## config.mk

```make
export PLATFORM = sky130hd
export DESIGN_NAME = phy_link_ctrl
export DESIGN_NICKNAME = d
export VERILOG_FILES = /design/src/rtl/phy_link_pkg.sv /design/src/rtl/phy_link_timer.sv /design/src/rtl/phy_link_ctrl.sv
export SDC_FILE = /design/constraint.sdc
export NUM_CORES = 1
export LEC_CHECK = 0
export ABC_AREA = 1
export CORE_MARGIN = 5
export CORE_UTILIZATION = 30
export DETAILED_ROUTE_END_ITERATION = 10
export SLEW_MARGIN = 20
export SYNTH_ARGS = -nofsm -noshare
export SYNTH_HDL_FRONTEND = slang
export SYNTH_SLANG_ARGS = --single-unit
```

## constraint.sdc

```tcl
create_clock -name clk -period 3.4 [get_ports clk]
set_input_delay 0.51 -clock clk [delete_from_list [all_inputs] [get_ports clk]]
set_output_delay 0.51 -clock clk [all_outputs]
set_load 0.005 [all_outputs]
```

## src/rtl/phy_link_pkg.sv

```systemverilog
// Shared state encoding, default timing constants and width helper for the
// SFP lane bring-up / recovery sequencer.
package phy_link_pkg;

  typedef enum logic [2:0] {
    RST_HOLD  = 3'd0,
    WAIT_GX   = 3'd1,
    WAIT_LOCK = 3'd2,
    LINK_UP   = 3'd3,
    RETRY     = 3'd4
  } phy_link_state_t;

  localparam int unsigned DEF_RST_HOLD_CYC     = 16;
  localparam int unsigned DEF_GX_TIMEOUT_CYC   = 65536;
  localparam int unsigned DEF_LOCK_TIMEOUT_CYC = 65536;
  localparam int unsigned DEF_LOCK_STABLE_CYC  = 1024;
  localparam int unsigned DEF_ERR_WINDOW_CYC   = 8192;
  localparam int unsigned DEF_ERR_THRESH       = 16;
  localparam int unsigned DEF_RETRY_W          = 8;

  function automatic int unsigned max3(input int unsigned a, input int unsigned b,
                                       input int unsigned c);
    int unsigned m;
    m = (a > b) ? a : b;
    return (m > c) ? m : c;
  endfunction

endpackage

```

## src/rtl/phy_link_timer.sv

```systemverilog
// Clearable, enabled up-counter with a terminal-count flag; either holds at
// the terminal value or wraps back to zero.
module phy_link_timer #(
  parameter int unsigned W    = 8,
  parameter bit          WRAP = 1'b0
) (
  input  logic         clk,
  input  logic         reset,
  input  logic         clr_i,
  input  logic         en_i,
  input  logic [W-1:0] tc_val_i,
  output logic         tc_o
);

  logic [W-1:0] cnt_q, cnt_d;

  assign tc_o = (cnt_q == tc_val_i);

  always_comb begin
    cnt_d = cnt_q;
    if (clr_i) begin
      cnt_d = '0;
    end else if (en_i) begin
      if (tc_o) cnt_d = WRAP ? '0 : cnt_q;
      else      cnt_d = cnt_q + 1'b1;
    end
  end

  always_ff @(posedge clk) begin
    if (reset) cnt_q <= '0;
    else       cnt_q <= cnt_d;
  end

endmodule

```

## src/rtl/phy_link_ctrl.sv

```systemverilog
// Link bring-up / recovery sequencer for one SFP lane: transceiver reset,
// pcs_rx lock qualification, pcs_tx release, error-burst and lock-loss retry.
module phy_link_ctrl
  import phy_link_pkg::*;
#(
  parameter int unsigned RST_HOLD_CYC     = DEF_RST_HOLD_CYC,
  parameter int unsigned GX_TIMEOUT_CYC   = DEF_GX_TIMEOUT_CYC,
  parameter int unsigned LOCK_TIMEOUT_CYC = DEF_LOCK_TIMEOUT_CYC,
  parameter int unsigned LOCK_STABLE_CYC  = DEF_LOCK_STABLE_CYC,
  parameter int unsigned ERR_WINDOW_CYC   = DEF_ERR_WINDOW_CYC,
  parameter int unsigned ERR_THRESH       = DEF_ERR_THRESH,
  parameter int unsigned RETRY_W          = DEF_RETRY_W
) (
  input  logic               clk,
  input  logic               reset,
  input  logic               en_i,
  input  logic               loopback_req_i,
  input  logic               gx_tx_ready_i,
  input  logic               gx_rx_ready_i,
  input  logic               pcs_signal_v_i,
  input  logic               pcs_err_v_i,
  output logic               gx_reset_o,
  output logic               pcs_rx_nreset_o,
  output logic               pcs_tx_nreset_o,
  output logic               loopback_en_o,
  output logic               link_up_o,
  output logic [2:0]         state_o,
  output logic [RETRY_W-1:0] retry_cnt_o
);

  localparam int unsigned TMR_W = $clog2(max3(RST_HOLD_CYC, GX_TIMEOUT_CYC, LOCK_TIMEOUT_CYC) + 1);
  localparam int unsigned WIN_W = $clog2(ERR_WINDOW_CYC + 1);
  localparam int unsigned STB_W = $clog2(LOCK_STABLE_CYC + 1);
  localparam int unsigned ERR_W = $clog2(ERR_THRESH + 1);

  // Terminal counts are N-1 so the exit happens on the Nth cycle in the state.
  localparam logic [TMR_W-1:0] HOLD_TC = TMR_W'(RST_HOLD_CYC - 1);
  localparam logic [TMR_W-1:0] GX_TC   = TMR_W'(GX_TIMEOUT_CYC - 1);
  localparam logic [TMR_W-1:0] LOCK_TC = TMR_W'(LOCK_TIMEOUT_CYC - 1);
  localparam logic [WIN_W-1:0] WIN_TC  = WIN_W'(ERR_WINDOW_CYC - 1);
  localparam logic [STB_W-1:0] STB_TGT = STB_W'(LOCK_STABLE_CYC);
  localparam logic [ERR_W-1:0] ERR_TGT = ERR_W'(ERR_THRESH);

  phy_link_state_t    state_q, state_d;
  logic [STB_W-1:0]   stable_q, stable_d, stable_inc;
  logic [ERR_W-1:0]   err_q, err_d, err_inc;
  logic [RETRY_W-1:0] retry_q, retry_d;
  logic               lb_req_q;
  logic [TMR_W-1:0]   tmr_tc_val;
  logic               tmr_tc, win_tc, entry, gx_ok, lock_done, err_hit;

  assign gx_ok      = gx_tx_ready_i & gx_rx_ready_i;
  assign entry      = (state_d != state_q);
  assign stable_inc = stable_q + 1'b1;
  // An error on the window's last cycle starts the new window's count.
  assign err_inc    = (win_tc ? '0 : err_q) + ERR_W'(pcs_err_v_i);
  assign lock_done  = pcs_signal_v_i && (stable_inc == STB_TGT);
  assign err_hit    = (err_inc == ERR_TGT);

  always_comb begin
    tmr_tc_val = '0;
    case (state_q)
      RST_HOLD:  tmr_tc_val = HOLD_TC;
      WAIT_GX:   tmr_tc_val = GX_TC;
      WAIT_LOCK: tmr_tc_val = LOCK_TC;
      default:   tmr_tc_val = '0;
    endcase
  end

  phy_link_timer #(.W(TMR_W), .WRAP(1'b0)) u_state_tmr (
    .clk      (clk),
    .reset    (reset),
    .clr_i    (entry),
    .en_i     ((state_q == RST_HOLD) ? en_i : 1'b1),
    .tc_val_i (tmr_tc_val),
    .tc_o     (tmr_tc)
  );

  phy_link_timer #(.W(WIN_W), .WRAP(1'b1)) u_win_tmr (
    .clk      (clk),
    .reset    (reset),
    .clr_i    (entry),
    .en_i     (state_q == LINK_UP),
    .tc_val_i (WIN_TC),
    .tc_o     (win_tc)
  );

  always_comb begin
    state_d = state_q;
    if (!en_i) begin
      state_d = RST_HOLD;
    end else begin
      case (state_q)
        RST_HOLD:  if (tmr_tc) state_d = WAIT_GX;
        WAIT_GX: begin
          if (gx_ok)       state_d = WAIT_LOCK;
          else if (tmr_tc) state_d = RETRY;
        end
        WAIT_LOCK: begin
          if (!gx_ok)         state_d = RETRY;
          else if (lock_done) state_d = LINK_UP;
          else if (tmr_tc)    state_d = RETRY;
        end
        LINK_UP:   if (!pcs_signal_v_i || !gx_ok || err_hit) state_d = RETRY;
        RETRY:     state_d = RST_HOLD;
        default:   state_d = RST_HOLD;
      endcase
    end
  end

  always_comb begin
    stable_d = '0;
    err_d    = '0;
    retry_d  = retry_q;
    if (!entry && state_q == WAIT_LOCK && pcs_signal_v_i) stable_d = stable_inc;
    if (!entry && state_q == LINK_UP) err_d = err_inc;
    if (state_q == RETRY && retry_q != '1) retry_d = retry_q + 1'b1;
  end

  always_ff @(posedge clk) begin
    if (reset) begin
      state_q  <= RST_HOLD;
      stable_q <= '0;
      err_q    <= '0;
      retry_q  <= '0;
      lb_req_q <= 1'b0;
    end else begin
      state_q  <= state_d;
      stable_q <= stable_d;
      err_q    <= err_d;
      retry_q  <= retry_d;
      lb_req_q <= loopback_req_i;
    end
  end

  always_comb begin
    gx_reset_o      = 1'b1;
    pcs_rx_nreset_o = 1'b0;
    pcs_tx_nreset_o = 1'b0;
    loopback_en_o   = 1'b0;
    link_up_o       = 1'b0;
    case (state_q)
      WAIT_GX:   gx_reset_o = 1'b0;
      WAIT_LOCK: begin
        gx_reset_o      = 1'b0;
        pcs_rx_nreset_o = 1'b1;
      end
      LINK_UP: begin
        gx_reset_o      = 1'b0;
        pcs_rx_nreset_o = 1'b1;
        pcs_tx_nreset_o = 1'b1;
        loopback_en_o   = lb_req_q;
        link_up_o       = 1'b1;
      end
      default: gx_reset_o = 1'b1;
    endcase
  end

  assign state_o     = state_q;
  assign retry_cnt_o = retry_q;

endmodule

```

==> out/metrics.yaml, run 1 <==
core-area_mm2: 0.0104
fin_tns_setup_ns: 0
detail_route.first_pass.iterations: 4
clockPowerShare: 0.513
postSynth.asyncResetShare: 0
critical_path_buf_inv_count: 4
met1_usage: 0.134
p_sw_uw: 300
maximum_fanout_along_the_worst_path: 30
max_slew_margin: 0.753
power_report.internal_total_uw: 1220
critical_path.max_stage_delay_ns: 0.39
post-cts-setup-buffers: 0
cts_buffer_depth: 2
period_needed_ns: 3.00
clock_tree.htree_level_count: 3
insertion_delay_ns: 0.33
slew_viol_final: 0
power.static_leakage_uw: 0.00147
post_drt_via_cell_ratio: 4.49
post_synth_main_area_contributors: "sky130_fd_sc_hd__dfxtp_1, sky130_fd_sc_hd__nand2_1, sky130_fd_sc_hd__nor2_1"
total_power_uw: 1520
routed-via-count: 2913
nFillCells: 1110
grt_max_degree: 31
clock_sink_count: 59
fmaxAchievable_mhz: 334
report.final.setup_viol: 0
flop_pwr_share: 0.460
dieWidth_um: 114
ranking_of_synthesized_cells_by_instance_count: "sky130_fd_sc_hd__nand2_1, sky130_fd_sc_hd__nor2_1, sky130_fd_sc_hd__inv_1"
via_count_of_the_first_global_routing_pass: 2767
critical-path-slowest-cell: "sky130_fd_sc_hd__dfxtp_1"
globalRouteMet2Util: 0.183
worst_clock_skew_ns: 0.00829
synth_top_family_by_area: "simple AND/OR/NAND/NOR gates"
globalRouteOverflowTotal: 0
first_iter_violations: 109
cts_inserted_buffers: 9
global_route.peak_usage_layer: "met2"
pwrdens_mw_per_mm2: 394
max_slew.worst_pin.slew_ns: 0.369
drc_violations_left: 0
area_delta_synth_final_pct: 19.2
routed_wire_length_per_instance_um: 10.0
synth_enable_flop_cells: 0
grt_usage: 0.109
sw_frac_of_total: 0.198
syn-instance-count: 479
synth_mux_area_frac: 0
cts-hold-fix-buffers: 0
synthFlopType: "sky130_fd_sc_hd__dfxtp_1"
clock_tree_from_tritoncts: "done"
initial_core_utilization: 0.310
yosysSeqAreaShare: 0.366
yosys.area_share.xor_xnor: 0.0461
ys.warnings.count: 0
number_of_diodes: 0
synth_fa_ha_area_frac: 0.0232
synthDistinctLibCells: 33
synth_seq_cells: 59
fp.dieArea_mm2: 0.0129
post_synth_instance_area_mm2: 0.00323
final_layout_size_suffix_gt1_frac: 0.119
period_utilization: 0.881
combinational_share_of_power: 0.027
antenna_left: 0
cts.clk_slew.worst_paths_ns: 0.06
finalWeightedCongestion: 0.818
synth_compound_gate_area_share: 0.0674
timing.critical_path.to_type: "flip-flop"
use_met3: 0.0361
synth_simple_gate_area_frac: 0.392
synth.most_common_cell: "sky130_fd_sc_hd__nand2_1"
synth_fp_nets: 493
critical-path-top-delay-family: "simple AND/OR/NAND/NOR gates"
status: "finished, final reports clean"
root_buffer: "sky130_fd_sc_hd__clkbuf_8"
drt-total-wl_mm: 6.51
startpoint_type: "flip-flop"
grt_antenna_before_repair: 0
core.rowCount: 37
peakVddDrop_mv: 0.191
synth_largest_type_area_fraction: 0.366
floorplan.io_pins: 24
timing.final.hold_violations: 0
hold_path_class: "reg -> reg"
cap_violations: 0
cp_data_required_time_ns: 3.67
unrepaired_setup_endpoints_after_global_routing: "false"
dp.final_hpwl_mm: 4.91
port-buffer-count: 23
grt_first_pass_wirelength_mm: 11.8
synthDominantAreaCellType: "sky130_fd_sc_hd__dfxtp_1"
cp_data_arrival_time_ns: 3.26
synth.avg_cell_area_um2: 6.74
die_height_um: 114
worst-setup-path-type: "reg -> reg"
cpMostUsedCell: "sky130_fd_sc_hd__nand2_1"
nNetsFinal: 522
==> per-layer routing <==
layer  share of wire  vias to the layer above
met5               0                        -
met4          0.0081                        0
met3           0.028                        4
met2            0.48                       30
met1            0.49                     1324
li1                -                     1555
==> area by class of cell <==
| type | instances | area [um2] | area share |
|---|---|---|---|
| clock inverter | 5 | 100 | 0.0260 |
| inverter | 74 | 278 | 0.0721 |
| sequential | 59 | 1180 | 0.307 |
| clock buffer | 11 | 141 | 0.0367 |
| multi-input combinational | 339 | 1720 | 0.447 |
| tap | 136 | 170 | 0.0442 |
| timing repair buffer | 25 | 258 | 0.0669 |
==> repair_timing <==
item                       in CTS  in global routing
setup endpoints to repair       0                 11
gates resized for setup         0                  2
hold endpoints to repair        0                  0
==> worst paths after layout <==
path | endpoint | depth (start not counted) | start | slack, ns
min reg2reg | stable_q[0]$_SDFF_PP0_ | 1 | stable_q[0]$_SDFF_PP0_ | 0.48
max reg2reg | u_state_tmr.cnt_q[0]$_SDFFE_PP0P_ | 25 | u_win_tmr.cnt_q[8]$_SDFFE_PP0P_ | 0.40
min | stable_q[0]$_SDFF_PP0_ | 1 | stable_q[0]$_SDFF_PP0_ | 0.48
max | u_state_tmr.cnt_q[0]$_SDFFE_PP0P_ | 25 | u_win_tmr.cnt_q[8]$_SDFFE_PP0P_ | 0.40
==> logic make-up (layout without fill, tap and decap cells) <==
| group | after synthesis | count (layout) |
|---|---|---|
| AO/OA/AOI/OAI | 35 | 35 |
| XOR/XNOR | 17 | 17 |
| adder cells (fa/ha/maj) | 6 | 6 |
| buffers and inverters | 81 | 115 |
| flip-flops | 59 | 59 |
| AND/OR/NAND/NOR | 281 | 281 |
==> per-stage QoR <==
stage	utilization	worst slack, ns	instances	hold slack (ns)	area [um2]
global route	0.370	0.0428	649	0.517	3850
detailed placement	0.345	0.377	633	0.474	3600
floorplan	-	0.802	479	0.440	3230
CTS	0.368	0.349	649	0.488	3840
global placement	0.345	0.481	633	0.459	3600
finish	0.370	0.405	649	0.479	3850
==> cell usage in the layout (no fill, tap or decap), types with 3 or more instances in the layout <==
cell                              instances
sky130_fd_sc_hd__dfxtp_1                 59
sky130_fd_sc_hd__nand4_1                 16
sky130_fd_sc_hd__nand2_2                  4
sky130_fd_sc_hd__o21ai_0                 10
sky130_fd_sc_hd__nor2_2                  14
sky130_fd_sc_hd__xor2_1                  11
sky130_fd_sc_hd__a21oi_1                 11
sky130_fd_sc_hd__nand2_1                110
sky130_fd_sc_hd__nand3_1                 30
sky130_fd_sc_hd__clkbuf_8                10
sky130_fd_sc_hd__nor2_1                  80
sky130_fd_sc_hd__nor2_4                   4
sky130_fd_sc_hd__inv_1                   71
sky130_fd_sc_hd__a21oi_2                  7
sky130_fd_sc_hd__xnor2_1                  6
sky130_fd_sc_hd__clkdlybuf4s50_1         23
sky130_fd_sc_hd__bufinv_16                3
sky130_fd_sc_hd__nor3_1                   5
sky130_fd_sc_hd__or2_2                    8
sky130_fd_sc_hd__nor4_1                   3
sky130_fd_sc_hd__ha_1                     6
sky130_fd_sc_hd__inv_2                    3
==> registers in the layout, indices dropped and copies added (netlist names) <==
signal	count
u_state_tmr.cnt_q	17
err_q	5
state_o	3
lb_req_q	1
stable_q	11
retry_cnt_o	8
u_win_tmr.cnt_q	14
==> power by group through the flow <==
stage / Combinational (uW) / Clock [uW] / Sequential [uW]
floorplan: 27.5 / 0 / 711
global placement: 41.4 / 0 / 712
detailed placement: 41.8 / 0 / 712
CTS: 41.9 / 807 / 696
global route: 46.1 / 835 / 696
finish: 41.1 / 778 / 696
Note: power is estimated with default switching activity, not from simulation.
==> inputs of run 2 (changes only) <==
--- a/config.mk
+++ b/config.mk
@@ -8,6 +8,7 @@
 export ABC_AREA = 1
 export CORE_MARGIN = 5
 export CORE_UTILIZATION = 30
+export CTS_BUF_LIST = sky130_fd_sc_hd__clkbuf_2
 export DETAILED_ROUTE_END_ITERATION = 10
 export SLEW_MARGIN = 20
 export SYNTH_ARGS = -nofsm -noshare
==> out/metrics.yaml, run 2 (synthesized netlist as in run 1, its figures left out) <==
status: "finished, final reports clean"
drt-total-wl_mm: 6.49  # -0.37%
worst-setup-path-type: "reg -> reg"
final_core_utilization: 0.361  # -0.00841
clock_tree.htree_level_count: 3  # unchanged
nNetsFinal: 522  # unchanged
routed-via-count: 2906  # -0.24%
worst_clock_skew_ns: 0.0209  # +0.0126 ns
floorplan.io_pins: 24  # unchanged
grt_usage: 0.108  # -0.000332
initial_core_utilization: 0.310  # unchanged
max_slew.worst_pin.slew_ns: 0.369  # -0.0000889 ns
leading_cell_types_in_the_layout_fill_and_taps_excluded: "sky130_fd_sc_hd__nand2_1, sky130_fd_sc_hd__nor2_1, sky130_fd_sc_hd__inv_1, sky130_fd_sc_hd__dfxtp_1, sky130_fd_sc_hd__nand3_1"
report.final.setup_viol: 0  # unchanged
routed_wire_length_per_instance_um: 10.0  # -0.37%
critical-path-slowest-cell: "sky130_fd_sc_hd__dfxtp_1"
cp_data_required_time_ns: 3.80  # +0.13 ns
combinational_share_of_power: 0.031  # +0.004
total_power_uw: 1310  # -14%
die_height_um: 114  # unchanged
final_layout_size_suffix_gt1_frac: 0.119  # unchanged
timing.critical_path.to_type: "flip-flop"
antenna_left: 0  # unchanged
dp.final_hpwl_mm: 4.91  # unchanged
dieWidth_um: 114  # unchanged
port-buffer-count: 23  # unchanged
detail_route.first_pass.iterations: 5  # +1
first_iter_violations: 119  # +9.2%
power_report.internal_total_uw: 1030  # -15%
sw_frac_of_total: 0.215  # +0.0175
clock_tree_from_tritoncts: "done"
period_needed_ns: 3.01  # +0.0135 ns
root_buffer: "sky130_fd_sc_hd__clkbuf_2"
slew_viol_final: 0  # unchanged
cts.clk_slew.worst_paths_ns: 0.17  # +0.11 ns
clock_sink_count: 59  # unchanged
insertion_delay_ns: 0.46  # +0.13 ns
biggestRegsByFlops: "u_state_tmr.cnt_q: 17 flops, u_win_tmr.cnt_q: 14 flops, stable_q: 11 flops"
timing.final.hold_violations: 0  # unchanged
number_of_diodes: 0  # unchanged
cts-hold-fix-buffers: 0  # unchanged
nFillCells: 1123  # +1.2%
finalWeightedCongestion: 0.818  # unchanged
area_delta_synth_final_pct: 16.5
core-area_mm2: 0.0104  # unchanged
startpoint_type: "flip-flop"
layout.cells.most_common: "sky130_fd_sc_hd__nand2_1"
post-cts-setup-buffers: 0  # unchanged
worstHoldPathCells: 2  # +1
flop_pwr_share: 0.532  # +0.072
via_count_of_the_first_global_routing_pass: 2746  # -0.76%
grt_max_degree: 31  # unchanged
postLayoutSetupSlackWorst_ns: 0.391  # -0.0135 ns
pwrdens_mw_per_mm2: 348  # -12%
cts_buffer_depth: 2  # unchanged
fmaxAchievable_mhz: 332  # -0.45%
cp_data_arrival_time_ns: 3.41  # +0.15 ns
cts_inserted_buffers: 9  # unchanged
clockPowerShare: 0.436  # -0.077
post_drt_via_cell_ratio: 4.48  # -0.24%
worst-r2r-cell-count: 25  # unchanged
largest_register_ff_count: 17  # unchanged
globalRouteOverflowTotal: 0  # unchanged
hold_path_class: "reg -> reg"
fp.dieArea_mm2: 0.0129  # unchanged
period_utilization: 0.885  # +0.00397
unrepaired_setup_endpoints_after_global_routing: "false"
core.rowCount: 37  # unchanged
cpMostUsedCell: "sky130_fd_sc_hd__nand2_1"
grt_antenna_before_repair: 0  # unchanged
grt_first_pass_wirelength_mm: 11.7  # -0.64%
pre_cts_slack_ns: 0.377  # unchanged
peakVddDrop_mv: 0.177  # -7.0%
critical_path.max_stage_delay_ns: 0.42  # +0.03 ns
maximum_fanout_along_the_worst_path: 30  # unchanged
drc_violations_left: 0  # unchanged
postCtsResizedCells: 0  # unchanged
cap_violations: 0  # unchanged
p_sw_uw: 282  # -5.9%
power.static_leakage_uw: 0.00144  # -2.0%
regMostFlops: "u_state_tmr.cnt_q"
fin_tns_setup_ns: 0  # unchanged
max_slew_margin: 0.754  # about the same
==> run 2: cell count changes in the layout (fill, tap and decap cells not counted), sizes merged <==
cell and delta:
clkinv +1, clkbuf -1
==> run 2: cell type report <==
type	count	area [um2]	share of cell area
sequential	59	1180	0.314
clock inverter	6	104	0.0276
tap	136	170	0.0452
timing repair buffer	25	258	0.0685
clock buffer	10	50.0	0.0133
inverter	74	278	0.0738
multi-input combinational	339	1720	0.458
==> run 2: stage by stage <==
step                      std cells  hold WS [ns]  instance area, um2
after CTS                       649         0.500                3750
after global placement          633         0.459                3600
final                           649         0.498                3760
after floorplan                 479         0.440                3230
after detailed placement        633         0.474                3600
after global routing            649         0.485                3760
==> run 2: critical path, delay by kind of cell (launching register included) <==
kind / cells / cell delay (ns)
AND/OR/NAND/NOR: 17 / 1.44
adder cells (fa/ha/maj): 2 / 0.43
flip-flops: 1 / 0.42
buffers and inverters: 4 / 0.38
AO/OA/AOI/OAI: 2 / 0.27
==> run 2: metal layers <==
layer  global-route usage  vias up  wire [um]
met1                0.133     1311       3140
met4               0.0285        0         65
met3               0.0361        6        198
li1                     -     1554          -
met2                0.183       35       3080
met5                    0        -          0
==> run 2: final timing paths <==
| kind | start | slack [ns] | end |
|---|---|---|---|
| worst max-delay path | u_win_tmr.cnt_q[8]$_SDFFE_PP0P_ | 0.39 | u_state_tmr.cnt_q[0]$_SDFFE_PP0P_ |
| worst max register to register | u_win_tmr.cnt_q[8]$_SDFFE_PP0P_ | 0.39 | u_state_tmr.cnt_q[0]$_SDFFE_PP0P_ |
| worst min register to register | retry_cnt_o[4]$_SDFFE_PP0P_ | 0.50 | retry_cnt_o[4]$_SDFFE_PP0P_ |
| worst min-delay path | retry_cnt_o[4]$_SDFFE_PP0P_ | 0.50 | retry_cnt_o[4]$_SDFFE_PP0P_ |
==> run 2: power by group through the flow <==
| stage | Sequential, uW | Combinational, uW | Clock (uW) |
|---|---|---|---|
| 2_1_floorplan | 711 | 27.5 | 0 |
| 3_3_place_gp | 712 | 41.4 | 0 |
| 3_5_place_dp | 712 | 41.8 | 0 |
| 4_1_cts | 698 | 41.9 | 597 |
| 5_1_grt | 699 | 46.1 | 626 |
| 6_report | 697 | 41.2 | 571 |
==> inputs of run 3 (changes only) <==
--- a/config.mk
+++ b/config.mk
@@ -5,11 +5,11 @@
 export SDC_FILE = /design/constraint.sdc
 export NUM_CORES = 1
 export LEC_CHECK = 0
-export ABC_AREA = 1
 export CORE_MARGIN = 5
 export CORE_UTILIZATION = 30
 export CTS_BUF_LIST = sky130_fd_sc_hd__clkbuf_2
 export DETAILED_ROUTE_END_ITERATION = 10
+export RECOVER_POWER = 25
 export SLEW_MARGIN = 20
 export SYNTH_ARGS = -nofsm -noshare
 export SYNTH_HDL_FRONTEND = slang
==> out/metrics.yaml, run 3 <==
status: "finished, final reports clean"
post_synth_main_area_contributors: "sky130_fd_sc_hd__dfxtp_1, sky130_fd_sc_hd__xnor2_1, sky130_fd_sc_hd__nor4_1"
timing.final.hold_violations: 0  # unchanged
floorplan.io_pins: 24  # unchanged
synthDominantAreaCellType: "sky130_fd_sc_hd__dfxtp_1"
synthFlopType: "sky130_fd_sc_hd__dfxtp_1"
initial_core_utilization: 0.309  # -0.000787
cp_data_required_time_ns: 3.79  # about the same
clock_sink_count: 59  # unchanged
first_iter_violations: 176  # +48%
core.rowCount: 37  # unchanged
final_layout_size_suffix_gt1_frac: 0.105  # -0.0140
synth_compound_gate_area_share: 0.0811  # +0.0137
maximum_fanout_along_the_worst_path: 31  # +3.3%
clock_tree.htree_level_count: 3  # unchanged
fin_tns_setup_ns: 0  # unchanged
largest_register_ff_count: 17  # unchanged
globalRouteOverflowTotal: 0  # unchanged
grt_max_degree: 32  # +3.2%
period_needed_ns: 3.18  # +0.169 ns
period_utilization: 0.935  # +0.0497
area_delta_synth_final_pct: 17.0
synth_fa_ha_area_frac: 0.0234  # +0.000163
combinational_share_of_power: 0.041  # +0.010
postSynth.asyncResetShare: 0  # unchanged
die_height_um: 113  # -0.32%
drc_violations_left: 0  # unchanged
drt-total-wl_mm: 7.61  # +17%
nNetsFinal: 419  # -20%
biggestRegsByFlops: "u_state_tmr.cnt_q: 17 flops, u_win_tmr.cnt_q: 14 flops, stable_q: 11 flops"
layout.cells.most_common: "sky130_fd_sc_hd__dfxtp_1"
cap_violations: 0  # unchanged
power.static_leakage_uw: 0.00120  # -16%
post_drt_via_cell_ratio: 5.18  # +16%
power_report.internal_total_uw: 953  # -7.3%
dp.final_hpwl_mm: 5.41  # +10%
synth_simple_gate_area_frac: 0.348  # -0.0440
number_of_diodes: 0  # unchanged
report.final.setup_viol: 0  # unchanged
clock_tree_from_tritoncts: "done"
synth.avg_cell_area_um2: 8.53  # +27%
antenna_left: 0  # unchanged
synth_fp_nets: 390  # -21%
finalWeightedCongestion: 0.850  # +3.9%
sw_frac_of_total: 0.233  # +0.0181
cts_buffer_depth: 2  # unchanged
cts_inserted_buffers: 9  # unchanged
worst_clock_skew_ns: 0.0253  # +0.00445 ns
syn-instance-count: 376  # -22%
r2r_setup_slack_ns: 0.22  # -0.17 ns
synth_top_family_by_area: "simple AND/OR/NAND/NOR gates"
grt_usage: 0.123  # +0.0142
synth.most_common_cell: "sky130_fd_sc_hd__dfxtp_1"
root_buffer: "sky130_fd_sc_hd__clkbuf_2"
postLayoutSetupSlackWorst_ns: 0.222  # -0.169 ns
peakVddDrop_mv: 0.178  # +0.37%
post_synth_instance_area_mm2: 0.00321  # -0.70%
hold_path_class: "reg -> reg"
fmaxAchievable_mhz: 315  # -5.3%
insertion_delay_ns: 0.48  # +0.02 ns
regMostFlops: "u_state_tmr.cnt_q"
cts-hold-fix-buffers: 0  # unchanged
cp_data_arrival_time_ns: 3.56  # +0.15 ns
yosysSeqAreaShare: 0.368  # +0.00257
cts.clk_slew.worst_paths_ns: 0.16  # about the same
grt_antenna_before_repair: 0  # unchanged
via_count_of_the_first_global_routing_pass: 2693  # -1.9%
grt_first_pass_wirelength_mm: 12.9  # +11%
placed_area_mm2: 0.00360  # unchanged
ranking_of_synthesized_cells_by_instance_count: "sky130_fd_sc_hd__dfxtp_1, sky130_fd_sc_hd__nand2_1, sky130_fd_sc_hd__nor3_1"
synth_largest_type_area_fraction: 0.368  # +0.00257
routed_wire_length_per_instance_um: 13.9  # +39%
startpoint_type: "flip-flop"
routed-via-count: 2831  # -2.6%
dieWidth_um: 113  # -0.32%
leading_cell_types_in_the_layout_fill_and_taps_excluded: "sky130_fd_sc_hd__dfxtp_1, sky130_fd_sc_hd__nand2_1, sky130_fd_sc_hd__nor3_1, sky130_fd_sc_hd__nor2_1, sky130_fd_sc_hd__xnor2_1"
synth_mux_area_frac: 0.0129  # +0.0129
final_cell_area_mm2: 0.00375  # -0.20%
synth_enable_flop_cells: 0  # unchanged
flop_pwr_share: 0.563  # +0.031
synthDistinctLibCells: 55  # +67%
worst-setup-path-type: "reg -> reg"
timing.critical_path.to_type: "flip-flop"
pre_cts_slack_ns: 0.0400  # -0.337 ns
core-area_mm2: 0.0104  # -0.44%
max_slew_margin: 0.497  # -0.257
yosys.area_share.xor_xnor: 0.126  # +0.0795
detail_route.first_pass.iterations: 4  # -1
ys.warnings.count: 0  # unchanged
slew_viol_final: 0  # unchanged
p_sw_uw: 290  # +2.8%
unrepaired_setup_endpoints_after_global_routing: "false"
max_slew.worst_pin.slew_ns: 0.754  # +0.385 ns
fp.dieArea_mm2: 0.0129  # -0.63%
synth_seq_cells: 59  # unchanged
port-buffer-count: 23  # unchanged
pwrdens_mw_per_mm2: 331  # -4.9%
clockPowerShare: 0.397  # -0.039
[run 3: worst max-delay path, stage by stage (launching register included)]
cell,delay (ns)
sky130_fd_sc_hd__dfxtp_1,0.38
sky130_fd_sc_hd__ha_1,0.19
sky130_fd_sc_hd__and4b_1,0.20
sky130_fd_sc_hd__nand4_1,0.12
sky130_fd_sc_hd__and2_1,0.18
sky130_fd_sc_hd__ha_1,0.19
sky130_fd_sc_hd__ha_1,0.23
sky130_fd_sc_hd__and3b_1,0.19
sky130_fd_sc_hd__a2bb2oi_1,0.15
sky130_fd_sc_hd__a41oi_2,0.26
sky130_fd_sc_hd__a31oi_1,0.15
sky130_fd_sc_hd__o22ai_2,0.22
sky130_fd_sc_hd__o32ai_4,0.15
sky130_fd_sc_hd__buf_12,0.20
sky130_fd_sc_hd__nor4_1,0.27
[run 3: layout make-up]
type,count,area [um2]
fillers,1115,6620
multi-input cells,293,1920
flip-flops and latches,59,1180
repair buffers,34,322
well taps,136,170
clock inverters,7,82.6
clock buffers,9,45.0
inverters,8,30.0
[run 3: what timing repair did]
item	CTS	global route
setup buffers	0	1
pin swaps	0	1
cloned	0	0
endpoints found under the setup margin	1	21
gates resized for setup	1	5
[run 3: final timing paths]
path                                          end                             from  cells past startpoint
setup / recovery  u_win_tmr.cnt_q[9]$_SDFFE_PP0P_  u_win_tmr.cnt_q[1]$_SDFFE_PP0P_                     14
hold / removal        retry_cnt_o[7]$_SDFFE_PP0P_      retry_cnt_o[7]$_SDFFE_PP0P_                      2
setup reg to reg  u_win_tmr.cnt_q[9]$_SDFFE_PP0P_  u_win_tmr.cnt_q[1]$_SDFFE_PP0P_                     14
hold reg to reg       retry_cnt_o[7]$_SDFFE_PP0P_      retry_cnt_o[7]$_SDFFE_PP0P_                      2
[run 3: layer usage]
| layer | share of wire | up-vias | global-route usage |
|---|---|---|---|
| met5 | 0 | - | 0 |
| met4 | 0.0070 | 0 | 0.0361 |
| met3 | 0.044 | 4 | 0.0366 |
| met2 | 0.46 | 62 | 0.194 |
| met1 | 0.49 | 1331 | 0.163 |
| li1 | - | 1434 | - |
[run 3: kinds of logic after synthesis]
group,Yosys count
mux,4
compound gates,33
buf+inv,24
xor+xnor,46
flops,59
fa+ha+maj,6
simple gates,204
[run 3: metrics by stage]
stage	util	hold WS (ns)	cells	power (uW)
floorplan	-	0.472	376	742
global placement	0.347	0.509	529	761
detailed placement	0.347	0.525	529	762
CTS	0.360	0.546	545	1260
global route	0.362	0.536	546	1300
finish	0.362	0.541	546	1240
[run 3: power groups by stage]
stage                     Sequential [uW]  Combinational [uW]  Clock [uW]
after global routing                  700                55.1         543
after floorplan                       713                29.5           0
after CTS                             699                48.9         516
after detailed placement              714                48.2           0
final                                 699                50.6         493
after global placement                714                46.9           0
